### src/rtl/hdmi_info_frame_pkg.sv
// Purpose: constants and enums shared by the HDMI InfoFrame transmit and receive blocks.
// Latency: n/a (package only).
// Backpressure: n/a (package only).
package hdmi_info_frame_pkg;

    // SPD InfoFrame header bytes
    localparam logic [7:0] SPD_TYPE    = 8'h83;
    localparam logic [7:0] SPD_VERSION = 8'h01;
    localparam logic [7:0] SPD_LENGTH  = 8'd25;

    // Beat index map: 0..2 = HB0..HB2, 3 = PB0, 4..28 = PB1..PB25, 29..30 = PB26..PB27
    localparam logic [4:0] IDX_LAST_HDR    = 5'd2;
    localparam logic [4:0] IDX_FIRST_FIELD = 5'd4;
    localparam logic [4:0] IDX_LAST_SUM    = 5'd28;
    localparam logic [4:0] IDX_LAST        = 5'd30;

    // PB1..PB25 captured as one shift register, PB1 ends up in the top byte
    localparam int SPD_SHADOW_W = 200;

    typedef enum logic [1:0] {
        ERR_NONE      = 2'd0,
        ERR_HEADER    = 2'd1,
        ERR_CHECKSUM  = 2'd2,
        ERR_TRUNCATED = 2'd3
    } info_frame_err_e;

    typedef enum logic [1:0] {
        ST_IDLE    = 2'd0,
        ST_HEADER  = 2'd1,
        ST_PAYLOAD = 2'd2,
        ST_SKIP    = 2'd3
    } info_frame_state_e;

endpackage

### src/rtl/info_frame_checksum_acc.sv
// Purpose: 8-bit modulo-256 accumulator with load/add/hold and a zero flag.
// Latency: sum registered one cycle after load/add; zero flag is a decode of the register.
// Backpressure: none; holds when neither load nor add is asserted.
// Ports: clk_i/rst_ni clock and async active-low reset; load_i replaces the sum with
//        byte_i; add_i accumulates byte_i (load wins); zero_o is high when the sum is 0.
module info_frame_checksum_acc (
    input  logic       clk_i,
    input  logic       rst_ni,
    input  logic       load_i,
    input  logic       add_i,
    input  logic [7:0] byte_i,
    output logic       zero_o
);

    logic [7:0] sum_q;
    logic [7:0] sum_d;

    always_comb begin
        sum_d = sum_q;
        if (load_i) begin
            sum_d = byte_i;
        end else if (add_i) begin
            sum_d = sum_q + byte_i;
        end
    end

    always_ff @(posedge clk_i or negedge rst_ni) begin
        if (!rst_ni) begin
            sum_q <= 8'd0;
        end else begin
            sum_q <= sum_d;
        end
    end

    assign zero_o = (sum_q == 8'd0);

endmodule

### src/rtl/spd_info_frame_receiver.sv
// Purpose: parse SPD InfoFrame bytes, validate header/checksum, commit vendor/product/SDI fields atomically.
// Latency: frame_valid/error pulse one cycle after the final or offending beat; fields update with frame_valid.
// Backpressure: none; accepts one byte per in_valid cycle, in_valid=0 simply stalls.
// Ports: clk_pixel/reset_n clock and async active-low reset; in_valid/in_first/in_byte byte stream
//        (in_first marks HB0); vendor_name/product_description/source_device_information committed
//        fields; info_present sticky; frame_valid/error one-cycle pulses; error_code qualified by error.
module spd_info_frame_receiver
    import hdmi_info_frame_pkg::*;
#(
    parameter bit IGNORE_CHECKSUM = 1'b0
) (
    input  logic         clk_pixel,
    input  logic         reset_n,
    input  logic         in_valid,
    input  logic         in_first,
    input  logic [7:0]   in_byte,
    output logic [63:0]  vendor_name,
    output logic [127:0] product_description,
    output logic [7:0]   source_device_information,
    output logic         info_present,
    output logic         frame_valid,
    output logic         error,
    output logic [1:0]   error_code
);

    info_frame_state_e         state_q, state_d;
    logic [4:0]                idx_q, idx_d;
    logic [SPD_SHADOW_W-1:0]   shadow_q, shadow_d;
    logic [63:0]               vendor_q, vendor_d;
    logic [127:0]              product_q, product_d;
    logic [7:0]                sdi_q, sdi_d;
    logic                      present_q, present_d;
    logic                      frame_valid_q, frame_valid_d;
    logic                      error_q, error_d;
    info_frame_err_e           error_code_q, error_code_d;

    logic                      acc_load;
    logic                      acc_add;
    logic                      acc_zero;
    logic                      truncated;
    logic [7:0]                hdr_exp;

    info_frame_checksum_acc u_csum (
        .clk_i  (clk_pixel),
        .rst_ni (reset_n),
        .load_i (acc_load),
        .add_i  (acc_add),
        .byte_i (in_byte),
        .zero_o (acc_zero)
    );

    always_comb begin
        state_d       = state_q;
        idx_d         = idx_q;
        shadow_d      = shadow_q;
        vendor_d      = vendor_q;
        product_d     = product_q;
        sdi_d         = sdi_q;
        present_d     = present_q;
        frame_valid_d = 1'b0;
        error_d       = 1'b0;
        error_code_d  = ERR_NONE;
        acc_load      = 1'b0;
        acc_add       = 1'b0;
        truncated     = 1'b0;
        hdr_exp       = SPD_VERSION;

        if (in_valid) begin
            if (in_first) begin
                // A new HB0 is always honoured; if a packet was in flight it is abandoned.
                truncated = (state_q == ST_HEADER) || (state_q == ST_PAYLOAD);
                if (truncated) begin
                    error_d      = 1'b1;
                    error_code_d = ERR_TRUNCATED;
                end
                if (in_byte == SPD_TYPE) begin
                    state_d  = ST_HEADER;
                    idx_d    = 5'd1;
                    acc_load = 1'b1;
                end else begin
                    state_d = ST_SKIP;
                    idx_d   = 5'd0;
                    // Truncation already reported this beat; a bad HB0 adds no second pulse.
                    if (!truncated) begin
                        error_d      = 1'b1;
                        error_code_d = ERR_HEADER;
                    end
                end
            end else begin
                case (state_q)
                    ST_HEADER: begin
                        hdr_exp = (idx_q == 5'd1) ? SPD_VERSION : SPD_LENGTH;
                        if (in_byte != hdr_exp) begin
                            state_d      = ST_SKIP;
                            idx_d        = 5'd0;
                            error_d      = 1'b1;
                            error_code_d = ERR_HEADER;
                        end else begin
                            acc_add = 1'b1;
                            idx_d   = idx_q + 5'd1;
                            if (idx_q == IDX_LAST_HDR) begin
                                state_d = ST_PAYLOAD;
                            end
                        end
                    end
                    ST_PAYLOAD: begin
                        // PB26/PB27 are outside both the checksum and the fields.
                        if (idx_q <= IDX_LAST_SUM) begin
                            acc_add = 1'b1;
                        end
                        if ((idx_q >= IDX_FIRST_FIELD) && (idx_q <= IDX_LAST_SUM)) begin
                            shadow_d = {shadow_q[SPD_SHADOW_W-9:0], in_byte};
                        end
                        if (idx_q == IDX_LAST) begin
                            state_d = ST_IDLE;
                            idx_d   = 5'd0;
                            if (acc_zero || IGNORE_CHECKSUM) begin
                                vendor_d      = shadow_q[199:136];
                                product_d     = shadow_q[135:8];
                                sdi_d         = shadow_q[7:0];
                                present_d     = 1'b1;
                                frame_valid_d = 1'b1;
                            end else begin
                                error_d      = 1'b1;
                                error_code_d = ERR_CHECKSUM;
                            end
                        end else begin
                            idx_d = idx_q + 5'd1;
                        end
                    end
                    default: begin
                        // IDLE and SKIP drop beats that are not HB0.
                    end
                endcase
            end
        end
    end

    always_ff @(posedge clk_pixel or negedge reset_n) begin
        if (!reset_n) begin
            state_q       <= ST_IDLE;
            idx_q         <= 5'd0;
            shadow_q      <= '0;
            vendor_q      <= '0;
            product_q     <= '0;
            sdi_q         <= '0;
            present_q     <= 1'b0;
            frame_valid_q <= 1'b0;
            error_q       <= 1'b0;
            error_code_q  <= ERR_NONE;
        end else begin
            state_q       <= state_d;
            idx_q         <= idx_d;
            shadow_q      <= shadow_d;
            vendor_q      <= vendor_d;
            product_q     <= product_d;
            sdi_q         <= sdi_d;
            present_q     <= present_d;
            frame_valid_q <= frame_valid_d;
            error_q       <= error_d;
            error_code_q  <= error_code_d;
        end
    end

    assign vendor_name               = vendor_q;
    assign product_description       = product_q;
    assign source_device_information = sdi_q;
    assign info_present              = present_q;
    assign frame_valid               = frame_valid_q;
    assign error                     = error_q;
    assign error_code                = error_code_q;

endmodule

### config.mk
export PLATFORM = sky130hd
export DESIGN_NAME = spd_info_frame_receiver
export DESIGN_NICKNAME = d
export VERILOG_FILES = /design/src/rtl/hdmi_info_frame_pkg.sv /design/src/rtl/info_frame_checksum_acc.sv /design/src/rtl/spd_info_frame_receiver.sv
export SDC_FILE = /design/constraint.sdc
export NUM_CORES = 1
export LEC_CHECK = 0
export ABC_AREA = 1
export CAP_MARGIN = 20
export CELL_PAD_IN_SITES_DETAIL_PLACEMENT = 0
export CELL_PAD_IN_SITES_GLOBAL_PLACEMENT = 1
export CORE_MARGIN = 1
export CORE_UTILIZATION = 43
export DETAILED_ROUTE_END_ITERATION = 12
export GPL_TIMING_DRIVEN = 0
export HOLD_SLACK_MARGIN = 0.05
export PLACE_DENSITY = 0.78
export RECOVER_POWER = 50
export SETUP_SLACK_MARGIN = 0.5
export SLEW_MARGIN = 10
export SYNTH_ARGS = -nofsm -noshare
export SYNTH_HDL_FRONTEND = slang
export SYNTH_HIERARCHICAL = 1
export SYNTH_SLANG_ARGS = --single-unit
### constraint.sdc
create_clock -name clk_pixel -period 2.2 [get_ports clk_pixel]
set_input_delay 0.44 -clock clk_pixel [delete_from_list [all_inputs] [get_ports clk_pixel]]
set_output_delay 0.44 -clock clk_pixel [all_outputs]
set_load 0.03 [all_outputs]
==> summary.txt <==
Global route
  – Global-route wire length before repair: 73100 um
  – M2 GR Usage: 35.7%
  – GRT Overall Usage: 22.8%
  – Grt ovf: 0
  – Largest net degree at the start of global routing: 114
  – Initial antenna violation count: 0
  – GRT busiest layer: met2
  – Number of global-route vias before repair: 12.9k
  – Met3 Track Usage GR: 3.77%
  – GRT met1 Usage: 32.6%

Routing
  – Via count: 13.1k
  – DR iter-0 viols: 704
  – Via density: 5.02
  – Number of detailed-route iterations in the first pass: 7
  – Final wirelength: 49500 um
  – DRC: 0
  – Drt wl/cell: 18.9 um
  – Post-DRT Antenna Nets: 0

Synthesis
  – Area of the mapped netlist: 0.0171 sq mm
  – Post-Synthesis Cells: 1710
  – Syn. warnings: 6
  – Yosys top cell area share: 61.3%
  – Yosys reg bits: 420
  – Sequential share of the synthesized area: 61.3%
  – Mapped Avg Cell Area: 10.0 sq um
  – Yosys top cell by area: dfrtp_1
  – Distinct cells, synth: 36
  – Top post-synthesis cells by area: dfrtp_1, nand2_1, o21ai_2
  – Post-Syn Nets: 1736

Floorplan
  – Die height: 202 um
  – Die area: 0.0407 sq mm
  – Top Ports: 217
  – Chip Width: 202 um
  – Core Box Area: 0.0390 sq mm
  – Num rows: 72
  – Starting density of the core: 43.9%

Clocking
  – H-tree depth: 2
  – Clock Path Buffers: 3
  – CTS Sinks: 420
  – Total CTS buffers: 44
  – Clock-pin slew on the worst setup and hold paths: 0.06 ns
  – CTS root buf: clkbuf_16
  – Clk_lat worst skew: 0.58 ns
  – CTS tree: done

Layout
  – Design area: 0.0252 sq mm
  – Ant diodes: 0
  – Fillers: 3059
  – Commonest non-fill, non-tap cells in the layout: dfrtp_1, o21ai_2, inv_1
  – FF/Latch Area: 0.0105 sq mm
  – Nets@finish: 2087
  – Commonest non-fill, non-tap cell in the layout: dfrtp_1
  – Multi-input combinational cell area: 0.00733 sq mm
  – Area growth, synth to finish: 46.8%
  – Layout cells sized above 1: 48.7%

STA
  – Fin crit share: 86.7%
  – Relative slew slack: 58.8%
  – Max Slew Vio Count: 0
  – RSZ-0062 raised after global routing: yes
  – Hold Fails Final Rpt: 0
  – Worst clock skew: 0.0159 ns
  – Setup TNS: 0 ns
  – Worst Slack Setup Final: 0.292 ns
  – Slew @ Worst Pin: 0.618 ns
  – Achievable Freq: 0.524 GHz
  – Tmin final: 1.91 ns
  – Setup violations, final: 0

Worst setup path
  – Worst Path Max Fanout: 6
  – CP endpoint kind: flip-flop
  – Worst-path cell chain: nor2_2, nand4_1, nor3_2, nand3_4, buf_12, buf_12, buf_16, clkbuf_16, o21ai_2
  – Slowest CP cell: dfrtp_1
  – Required @ worst endpoint: 2.70 ns
  – Startpoint Class: flip-flop
  – Most frequent CP cell: buf_12
  – CP Data Arrival Time: 2.41 ns
  – Crit path kind: flip-flop to flip-flop
  – CP peak stage delay: 0.40 ns

Job
  – # Max-Cap Violations: 0

Placement
  – Place WS: -0.259 ns
  – DP Area: 0.0200 sq mm
  – Routability cong.: 0.800
  – IO Port Bufs: 215
  – Placed wire-length estimate: 30000 um

Pwr
  – LEAKAGE: 11.2 nW
  – Tot Pwr: 17.4 mW
  – Power density over the cells: 690 mW/mm^2
  – Peak VDD IR: 0.000541 V

Worst hold path
  – Hold Path Class: primary input to flip-flop

Run status
  – Status: complete, no violations
-- through the flow --
| step | std cells | hold WS (ns) | utilization (%) |
|---|---|---|---|
| floorplan | 1710 | 0.144 | - |
| global placement | 2443 | 0.453 | 51.1 |
| detailed placement | 2446 | 0.459 | 51.3 |
| CTS | 2568 | 0.220 | 58.0 |
| global route | 2614 | 0.250 | 64.5 |
| finish | 2614 | 0.248 | 64.5 |
-- synth_stat cells (all sizes together) --
cell,n
o21ai,392
a21oi,10
inv,226
clkbuf,12
a22oi,4
xnor2,1
nand3,25
nand2,470
xor2,4
nor2,34
nor3,3
buf,77
ha,13
fa,1
nand4,4
clkinv,2
nand3b,4
o22ai,2
o221ai,2
dfrtp,420
or2,4
-- worst paths after layout --
path / slack, ns / depth (start not counted) / from / endpoint
worst max-delay path: 0.29 / 9 / u_csum/sum_q[6] / vendor_name[47]
worst min-delay path: 0.25 / 3 / in_first / error_code[1]
worst max register to register: 0.29 / 9 / u_csum/sum_q[6] / vendor_name[47]
worst min register to register: 0.48 / 1 / info_present / info_present
max in group asynchronous: 0.69 / 3 / reset_n / product_description[94]
min in group asynchronous: 0.45 / 2 / reset_n / vendor_name[41]
-- state kept, by name (all words and copies together) (netlist names), 2 cells and up --
signal                     cells
error_code                     2
state_q                        2
source_device_information      8
idx_q                          5
shadow_q                     200
vendor_name                   64
product_description          128
u_csum/sum_q                   8
-- worst max-delay path: cells and delay by family, from the launching register on --
kind                   cells  cell delay [ns]
buffers and inverters      4             0.64
AO/OA/AOI/OAI              1             0.11
flip-flops                 1             0.40
AND/OR/NAND/NOR            4             0.67
-- cell type report --
class	instances	share of cell area, %
clock inverter	17	0.815
buffer	89	5.25
timing repair buffer	304	11.7
timing repair inverter	1	0.0447
inverter	228	3.50
sequential	420	41.8
tap	518	2.58
multi-input combinational	973	29.1
clock buffer	64	5.23
-- kinds of logic (layout without fill, tap and decap cells) --
kind of cell,after synthesis,count (layout),synth area share [%]
buffers and inverters,317,703,9.05
AND/OR/NAND/NOR,544,544,12.6
flip-flops,420,420,61.3
XOR/XNOR,5,5,0.256
adder cells (fa/ha/maj),14,14,1.07
AO/OA/AOI/OAI,410,410,15.7
-- per-layer routing --
layer | up-vias | wire length, um
met2 | 321 | 23700
li1 | 6170 | -
met3 | 88 | 2230
met5 | - | 0
met4 | 0 | 1510
met1 | 6554 | 22000
-- where the power goes --
group / internal (mW) / switching [mW]
Sequential: 7.88 / 0.128
Combinational: 0.624 / 0.933
Clock: 4.63 / 3.16
-- what timing repair did --
item / 4_1_cts / 5_1_grt
endpoints found under the hold margin: 104 / 0
gates cloned: 23 / 33
hold buffers: 1 / 0
endpoints found under the setup margin: 616 / 642
gates resized for setup: 1454 / 660
setup buffers: 17 / 13
pin swaps: 16 / 22
(Power assumes the default switching activity.)
